===== config.mk =====
export PLATFORM = sky130hd
export DESIGN_NAME = seq_pattern_gen_flat
export DESIGN_NICKNAME = d
export VERILOG_FILES = /design/src/rtl/seq_pattern_gen_if.sv /design/src/rtl/seq_pattern_gen.sv /design/src/flat_wrapper.sv
export SDC_FILE = /design/constraint.sdc
export NUM_CORES = 1
export LEC_CHECK = 0
export CAP_MARGIN = 15
export CORE_MARGIN = 2
export CORE_UTILIZATION = 50
export CTS_CLUSTER_DIAMETER = 30
export DETAILED_ROUTE_END_ITERATION = 10
export HOLD_SLACK_MARGIN = 0.08
export PLACE_DENSITY = 0.77
export SETUP_SLACK_MARGIN = 0.2
export SYNTH_ARGS = -nofsm -noshare
export SYNTH_HDL_FRONTEND = slang
export SYNTH_SLANG_ARGS = --single-unit

===== constraint.sdc =====
create_clock -name clk -period 2.32 [get_ports clk]
set_input_delay 0.464 -clock clk [delete_from_list [all_inputs] [get_ports clk]]
set_output_delay 0.464 -clock clk [all_outputs]
set_load 0.05 [all_outputs]

===== src/rtl/seq_pattern_gen_if.sv =====
// -----------------------------------------------------------------------------
// seq_pattern_gen_if
// Bundles the host load handshake and the serial stream outputs of
// seq_pattern_gen.
//   load_valid / load_ready / load_data / load_len : host word load handshake
//   out / out_valid / out_last                     : serial bit stream, MSB first
//   busy                                           : generator is shifting a word
//   exp_match / match_cnt                          : reference 1011 tracker outputs
// Modports:
//   master : host / bench side (drives the load request, observes the stream)
//   slave  : generator side
// -----------------------------------------------------------------------------
interface seq_pattern_gen_if #(
  parameter int DATA_W = 16,
  parameter int LEN_W  = 5
);
  logic              load_valid;
  logic              load_ready;
  logic [DATA_W-1:0] load_data;
  logic [LEN_W-1:0]  load_len;
  logic              out;
  logic              out_valid;
  logic              out_last;
  logic              busy;
  logic              exp_match;
  logic [7:0]        match_cnt;

  modport master (
    output load_valid, load_data, load_len,
    input  load_ready, out, out_valid, out_last, busy, exp_match, match_cnt
  );

  modport slave (
    input  load_valid, load_data, load_len,
    output load_ready, out, out_valid, out_last, busy, exp_match, match_cnt
  );
endinterface : seq_pattern_gen_if


===== src/rtl/seq_pattern_gen.sv =====
// -----------------------------------------------------------------------------
// seq_pattern_gen
// Serial pattern generator. A host loads parallel words through a valid/ready
// handshake; each word is serialized MSB-first onto a one-bit stream intended to
// drive an overlapping Moore 1011 sequence detector. Words can be chained with
// no gap by offering the next word while the last bit of the current one is out.
//
// Ports:
//   clk  : single clock, rising edge
//   rst  : asynchronous reset, active low
//   bus  : seq_pattern_gen_if.slave (load handshake, serial stream, tracker)
//
// Optional feature macro: SEQGEN_EXPECT_EN
//   defined   -> reference tracker drives exp_match (one-cycle pulse, Moore
//                timing) and an 8-bit saturating match_cnt
//   undefined -> no tracker logic; exp_match and match_cnt are tied to 0
// -----------------------------------------------------------------------------
module seq_pattern_gen #(
  parameter int               DATA_W  = 16,
  parameter int               LEN_W   = 5,
  parameter int               PAT_W   = 4,
  parameter logic [PAT_W-1:0] PATTERN = 4'b1011
) (
  input  logic               clk,
  input  logic               rst,
  seq_pattern_gen_if.slave   bus
);

  if ((2 ** LEN_W) <= DATA_W || PAT_W < 2) begin : g_param_check
    $error("seq_pattern_gen: need 2**LEN_W > DATA_W and PAT_W >= 2");
  end

  typedef enum logic {
    IDLE  = 1'b0,
    SHIFT = 1'b1
  } state_t;

  localparam logic [LEN_W-1:0] FULL_LEN = LEN_W'(DATA_W);

  state_t            r_state;
  state_t            w_state_next;
  logic [DATA_W-1:0] r_shift;      // current word, left-aligned; MSB is on the wire
  logic [LEN_W-1:0]  r_remaining;  // bits still to send, including the current one

  logic              w_load_ready;
  logic              w_accept;
  logic              w_out;
  logic              w_out_valid;
  logic              w_out_last;
  logic [LEN_W-1:0]  w_eff_len;
  logic [LEN_W-1:0]  w_align;

  // Length 0 and anything above DATA_W both mean a full-width word.
  assign w_eff_len = (bus.load_len == '0 || bus.load_len > FULL_LEN) ? FULL_LEN
                                                                     : bus.load_len;
  // Left-align the word so the first bit to send sits in the MSB; the stream
  // then only ever needs r_shift[DATA_W-1] and a plain left shift.
  assign w_align   = FULL_LEN - w_eff_len;

  // ---------------------------------------------------------------------------
  // FSM state register
  // ---------------------------------------------------------------------------
  // NOTE: sequential state uses non-blocking assignments so every register
  // samples pre-edge values regardless of process ordering.
  always_ff @(posedge clk or negedge rst) begin
    if (!rst) begin
      r_state <= IDLE;
    end else begin
      r_state <= w_state_next;
    end
  end

  // ---------------------------------------------------------------------------
  // FSM next-state and stream outputs
  // ---------------------------------------------------------------------------
  // NOTE: every output of this block gets a default first; a path that leaves
  // one unassigned would infer a latch.
  always_comb begin
    w_state_next = r_state;
    w_load_ready = 1'b0;
    w_out        = 1'b0;
    w_out_valid  = 1'b0;
    w_out_last   = 1'b0;
    unique case (r_state)
      IDLE: begin
        w_load_ready = 1'b1;
        if (bus.load_valid) begin
          w_state_next = SHIFT;
        end
      end
      SHIFT: begin
        w_out        = r_shift[DATA_W-1];
        w_out_valid  = 1'b1;
        w_out_last   = (r_remaining == LEN_W'(1));
        // A new word may only be taken while the last bit is out, which gives
        // gap-free chaining; otherwise the word ends and we go idle.
        w_load_ready = w_out_last;
        if (w_out_last && !bus.load_valid) begin
          w_state_next = IDLE;
        end
      end
      default: begin
        w_state_next = IDLE;
      end
    endcase
  end

  // ready is held low while reset is asserted and rises once it is released.
  assign w_accept       = bus.load_valid && w_load_ready;
  assign bus.load_ready = w_load_ready && rst;
  assign bus.out        = w_out;
  assign bus.out_valid  = w_out_valid;
  assign bus.out_last   = w_out_last;
  assign bus.busy       = (r_state == SHIFT);

  // ---------------------------------------------------------------------------
  // Word shifter
  // ---------------------------------------------------------------------------
  always_ff @(posedge clk or negedge rst) begin
    if (!rst) begin
      r_shift     <= '0;
      r_remaining <= '0;
    end else if (w_accept) begin
      r_shift     <= bus.load_data << w_align;
      r_remaining <= w_eff_len;
    end else if (r_state == SHIFT) begin
      r_shift     <= r_shift << 1;
      r_remaining <= r_remaining - LEN_W'(1);
    end
  end

`ifdef SEQGEN_EXPECT_EN
  // ---------------------------------------------------------------------------
  // Reference tracker: history of the last PAT_W stream bits. It only advances
  // on stream bits and survives gaps between words, so patterns spanning two
  // words are still seen. exp_match is registered, matching a Moore detector
  // whose output reflects the state entered on the edge the last bit was taken.
  // ---------------------------------------------------------------------------
  logic [PAT_W-1:0] r_hist;
  logic [PAT_W-1:0] w_hist_next;
  logic             w_hit;
  logic             r_exp_match;
  logic [7:0]       r_match_cnt;

  assign w_hist_next = {r_hist[PAT_W-2:0], w_out};
  assign w_hit       = w_out_valid && (w_hist_next == PATTERN);

  always_ff @(posedge clk or negedge rst) begin
    if (!rst) begin
      r_hist      <= '0;
      r_exp_match <= 1'b0;
      r_match_cnt <= '0;
    end else begin
      if (w_out_valid) begin
        r_hist <= w_hist_next;
      end
      r_exp_match <= w_hit;
      if (w_hit && r_match_cnt != 8'hFF) begin
        r_match_cnt <= r_match_cnt + 8'd1;
      end
    end
  end

  assign bus.exp_match = r_exp_match;
  assign bus.match_cnt = r_match_cnt;
`else
  logic w_unused_pattern;
  assign w_unused_pattern = ^PATTERN;
  assign bus.exp_match    = 1'b0;
  assign bus.match_cnt    = 8'd0;
`endif

endmodule : seq_pattern_gen


===== src/flat_wrapper.sv =====
// flat-port wrapper written by rule: the top's interface ports become plain ports
module seq_pattern_gen_flat 
#(
  parameter int               DATA_W  = 16,
  parameter int               LEN_W   = 5,
  parameter int               PAT_W   = 4,
  parameter logic [PAT_W-1:0] PATTERN = 4'b1011
)
  (clk, rst, bus_load_valid, bus_load_data, bus_load_len, bus_load_ready, bus_out, bus_out_valid, bus_out_last, bus_busy, bus_exp_match, bus_match_cnt);
  seq_pattern_gen_if #(.DATA_W(DATA_W), .LEN_W(LEN_W)) bus_i ();
  input  logic clk;
  input  logic rst;
  input wire logic [$bits(bus_i.load_valid)-1:0] bus_load_valid;
  input wire logic [$bits(bus_i.load_data)-1:0] bus_load_data;
  input wire logic [$bits(bus_i.load_len)-1:0] bus_load_len;
  output wire logic [$bits(bus_i.load_ready)-1:0] bus_load_ready;
  output wire logic [$bits(bus_i.out)-1:0] bus_out;
  output wire logic [$bits(bus_i.out_valid)-1:0] bus_out_valid;
  output wire logic [$bits(bus_i.out_last)-1:0] bus_out_last;
  output wire logic [$bits(bus_i.busy)-1:0] bus_busy;
  output wire logic [$bits(bus_i.exp_match)-1:0] bus_exp_match;
  output wire logic [$bits(bus_i.match_cnt)-1:0] bus_match_cnt;
  assign bus_i.load_valid = bus_load_valid;
  assign bus_i.load_data = bus_load_data;
  assign bus_i.load_len = bus_load_len;
  assign bus_load_ready = bus_i.load_ready;
  assign bus_out = bus_i.out;
  assign bus_out_valid = bus_i.out_valid;
  assign bus_out_last = bus_i.out_last;
  assign bus_busy = bus_i.busy;
  assign bus_exp_match = bus_i.exp_match;
  assign bus_match_cnt = bus_i.match_cnt;
  seq_pattern_gen #(.DATA_W(DATA_W), .LEN_W(LEN_W), .PAT_W(PAT_W), .PATTERN(PATTERN)) u_core (.clk(clk), .rst(rst), .bus(bus_i));
endmodule

==> impl_metrics.json <==
{
  "multi_input_area_um2": 1620,
  "combPwrFrac_pct": 56.9,
  "nNetsFinal": 351,
  "status": "finished with violations",
  "synth-edff-count": 0,
  "area_delta_synth_final_pct": 54.9,
  "post-route-period-util_pct": 103,
  "drtPass1Iterations": 5,
  "final_common_cell": "buf_4",
  "clk_latency_ns": 0.26,
  "routed_via_density": 6.10,
  "finalPower_w": 0.00225,
  "yosysTopAreaCellShare_pct": 26.5,
  "final_cell_mix": "buf_4, dfrtp_1, mux2i_1, clkdlybuf4s50_1, buf_6",
  "ys.flop_type": "dfrtp_1",
  "cp_max_fo": 7,
  "ctsHoldBuffers": 0,
  "ctsLongestPathBuffers": 2,
  "required_ns": 2.46,
  "cts_root_buf": "clkbuf_8",
  "fin_skew_ns": 0.00667,
  "fill_cells": 243,
  "io_pins": 38,
  "cap_viol_max_count": 0,
  "chipHeight_um": 68.4,
  "routed-via-count": 2271,
  "seq_area_um2": 551,
  "ys_seq_area_share_pct": 26.5,
  "maxSlewViolCount": 0,
  "grt_max_degree": 23,
  "path_class": "primary input to flip-flop",
  "path_clk_slew_ns": 0.08,
  "antenna_left": 0,
  "route.detailed.drc": 0,
  "yosys_warnings": 0,
  "p_seq_share_pct": 27.3,
  "final_cells": 372,
  "switching_share_pct": 38.0,
  "wire_per_inst_um": 17.8,
  "critPathCaptureType": "flip-flop",
  "synthArstFlopShare_pct": 100,
  "worstPathArrival_ns": 2.52,
  "peakVddDrop_uv": 344,
  "p_per_area_nw_per_um2": 700,
  "layout_setup_ws_ns": -0.0637,
  "clock-sinks": 22,
  "grt_usage_pct": 27.3,
  "p_sw_w": 0.000855,
  "violations": "negative setup slack",
  "drt-initial-drc-count": 175,
  "worstSetupStartpointType": "primary input",
  "syn_inst": 240,
  "hp-class": "flip-flop to flip-flop",
  "p_int_w": 0.00140,
  "clock_power_share_pct": 15.8,
  "cts_tree": "built",
  "place_inst": 346,
  "synth_top_area_cell": "dfrtp_1",
  "initial_core_util_pct": 51.9,
  "antenna_found_initial": 0,
  "die-area_um2": 4680,
  "wirelength_um": 6630,
  "cts_max_level": 1,
  "netlist_top_cells_area": "dfrtp_1, mux2i_1, mux4_2, o21ai_0, buf_4",
  "diodes": 0,
  "routabilityCongestion": 0.868,
  "tns_ns": -0.162,
  "setup_viol": 6,
  "final_layout_size_suffix_gt1_share_pct": 41.9,
  "io_buffer_count": 28,
  "grt_first_pass_wirelength_um": 9600,
  "die_w_um": 68.4,
  "dpl.hpwl_um": 4200,
  "netlist_area_um2": 2080,
  "rows": 23,
  "cts_buffers": 3,
  "p_leak_nw": 1.40,
  "finalCriticalPeriod_ns": 2.38,
  "grt_pass1_vias": 2080,
  "syn_avg_cell_area_um2": 8.65,
  "synth_seq_cells": 22,
  "hold_viol_final": 0,
  "yosysUniqueCellTypes": 47,
  "coreArea_um2": 4000,
  "overflow": 0,
  "rsz0062_at_grt": "true",
  "clock.fmax_mhz": 420
}
[critical path: stages]
cell and delay [ns]:
buf_6 0.10, nor2_4 0.11, nand2_2 0.07, ha_4 0.27
nand2b_4 0.13, ha_4 0.21, xor2_4 0.30, mux4_2 0.55
nor2_1 0.11, or3_1 0.12, o211ai_1 0.08
[power by group through the flow]
stage / logic (W) / clock network (W) / registers, W
final: 0.00128 / 0.000356 / 0.000616
after global routing: 0.00139 / 0.000373 / 0.000630
after CTS: 0.00115 / 0.000357 / 0.000605
after detailed placement: 0.00103 / 0 / 0.000613
after global placement: 0.00100 / 0 / 0.000605
after floorplan: 0.000693 / 0 / 0.000599
[final timing paths]
| path | start | endpoint | slack [ns] | cells past startpoint |
|---|---|---|---|---|
| worst max-delay path | bus_load_len[3] | u_core.r_shift[15]$_DFFE_PN0P_ | -0.06 | 11 |
| worst min-delay path | u_core.r_shift[0]$_DFFE_PN0P_ | u_core.r_shift[0]$_DFFE_PN0P_ | 0.49 | 1 |
| worst max register to register | u_core.r_remaining[0]$_DFFE_PN0P_ | u_core.r_shift[15]$_DFFE_PN0P_ | 0.03 | 7 |
| worst min register to register | u_core.r_shift[0]$_DFFE_PN0P_ | u_core.r_shift[0]$_DFFE_PN0P_ | 0.49 | 1 |
| max in group asynchronous | rst | u_core.r_shift[2]$_DFFE_PN0P_ | 1.51 | 2 |
| min in group asynchronous | rst | u_core.r_shift[4]$_DFFE_PN0P_ | 0.59 | 2 |
[cell type report]
type | instances | area share [%]
repair buffers | 97 | 27.2
multi-input cells | 191 | 50.4
clock buffers | 3 | 1.28
inverters | 8 | 1.09
well taps | 50 | 1.95
clock inverters | 1 | 0.934
flip-flops and latches | 22 | 17.1
[registers in the layout, summed over array words and instances (netlist names)]
signal	flops
u_core.bus.busy	1
u_core.r_remaining	5
u_core.r_shift	16
[through the flow]
step	hold WS, ns	setup WS (ns)	area (um^2)	util, %
4_1_cts	0.496	0.00360	3080	76.9
5_1_grt	0.509	-0.141	3220	80.4
3_5_place_dp	0.479	-0.699	2770	69.2
6_report	0.495	-0.0637	3220	80.4
3_3_place_gp	0.476	-0.611	2770	69.2
2_1_floorplan	0.168	-0.122	2240	-
[synth_stat cells (2+ instances only)]
master and instances:
clkbuf_1 8, nor3_1 2, a32oi_1 2, o21ai_0 20, inv_1 7, o221ai_1 4, o22a_1 2, nand2b_1 4
nand3_1 16, and2_1 2, a211oi_1 2, nand2_1 18, a21oi_1 12, o21a_1 7, mux4_2 9, ha_1 4
nand3b_1 3, o211ai_1 4, mux2i_1 25, buf_2 6, nor2_1 20, o22ai_1 4, or3_1 2, and3_1 2
dfrtp_1 22, buf_4 11, buf_1 2
[layer usage]
metal / share of wire [%] / global-route usage (%) / vias to the layer above / routed length, um
met2: 52 / 49.2 / 111 / 3470
met3: 5.0 / 2.63 / 18 / 331
li1: - / - / 1032 / -
met5: 0 / 0 / - / 0
met4: 1.8 / 9.50 / 0 / 116
met1: 41 / 33.7 / 1110 / 2710
[cell families (layout without fill, tap and decap cells)]
| group | after synthesis | after routing | share of synthesized area, % |
|---|---|---|---|
| and+or+nand+nor | 77 | 77 | 18.5 |
| AOI/OAI and AO/OA | 63 | 63 | 19.5 |
| buffers and inverters | 35 | 109 | 8.68 |
| muxes | 34 | 34 | 21.8 |
| DFF | 22 | 22 | 26.5 |
| adders and majority gates | 4 | 4 | 2.41 |
| xor gates and xnor gates | 4 | 4 | 2.41 |
| other | 1 | 9 | 0.181 |
[repair_timing]
action / CTS / global route
buffers inserted: 16 / 6
setup endpoints to repair: 18 / 21
pin swaps: 12 / 13
resized for setup: 51 / 24
Note: power is estimated with default switching activity, not from simulation.
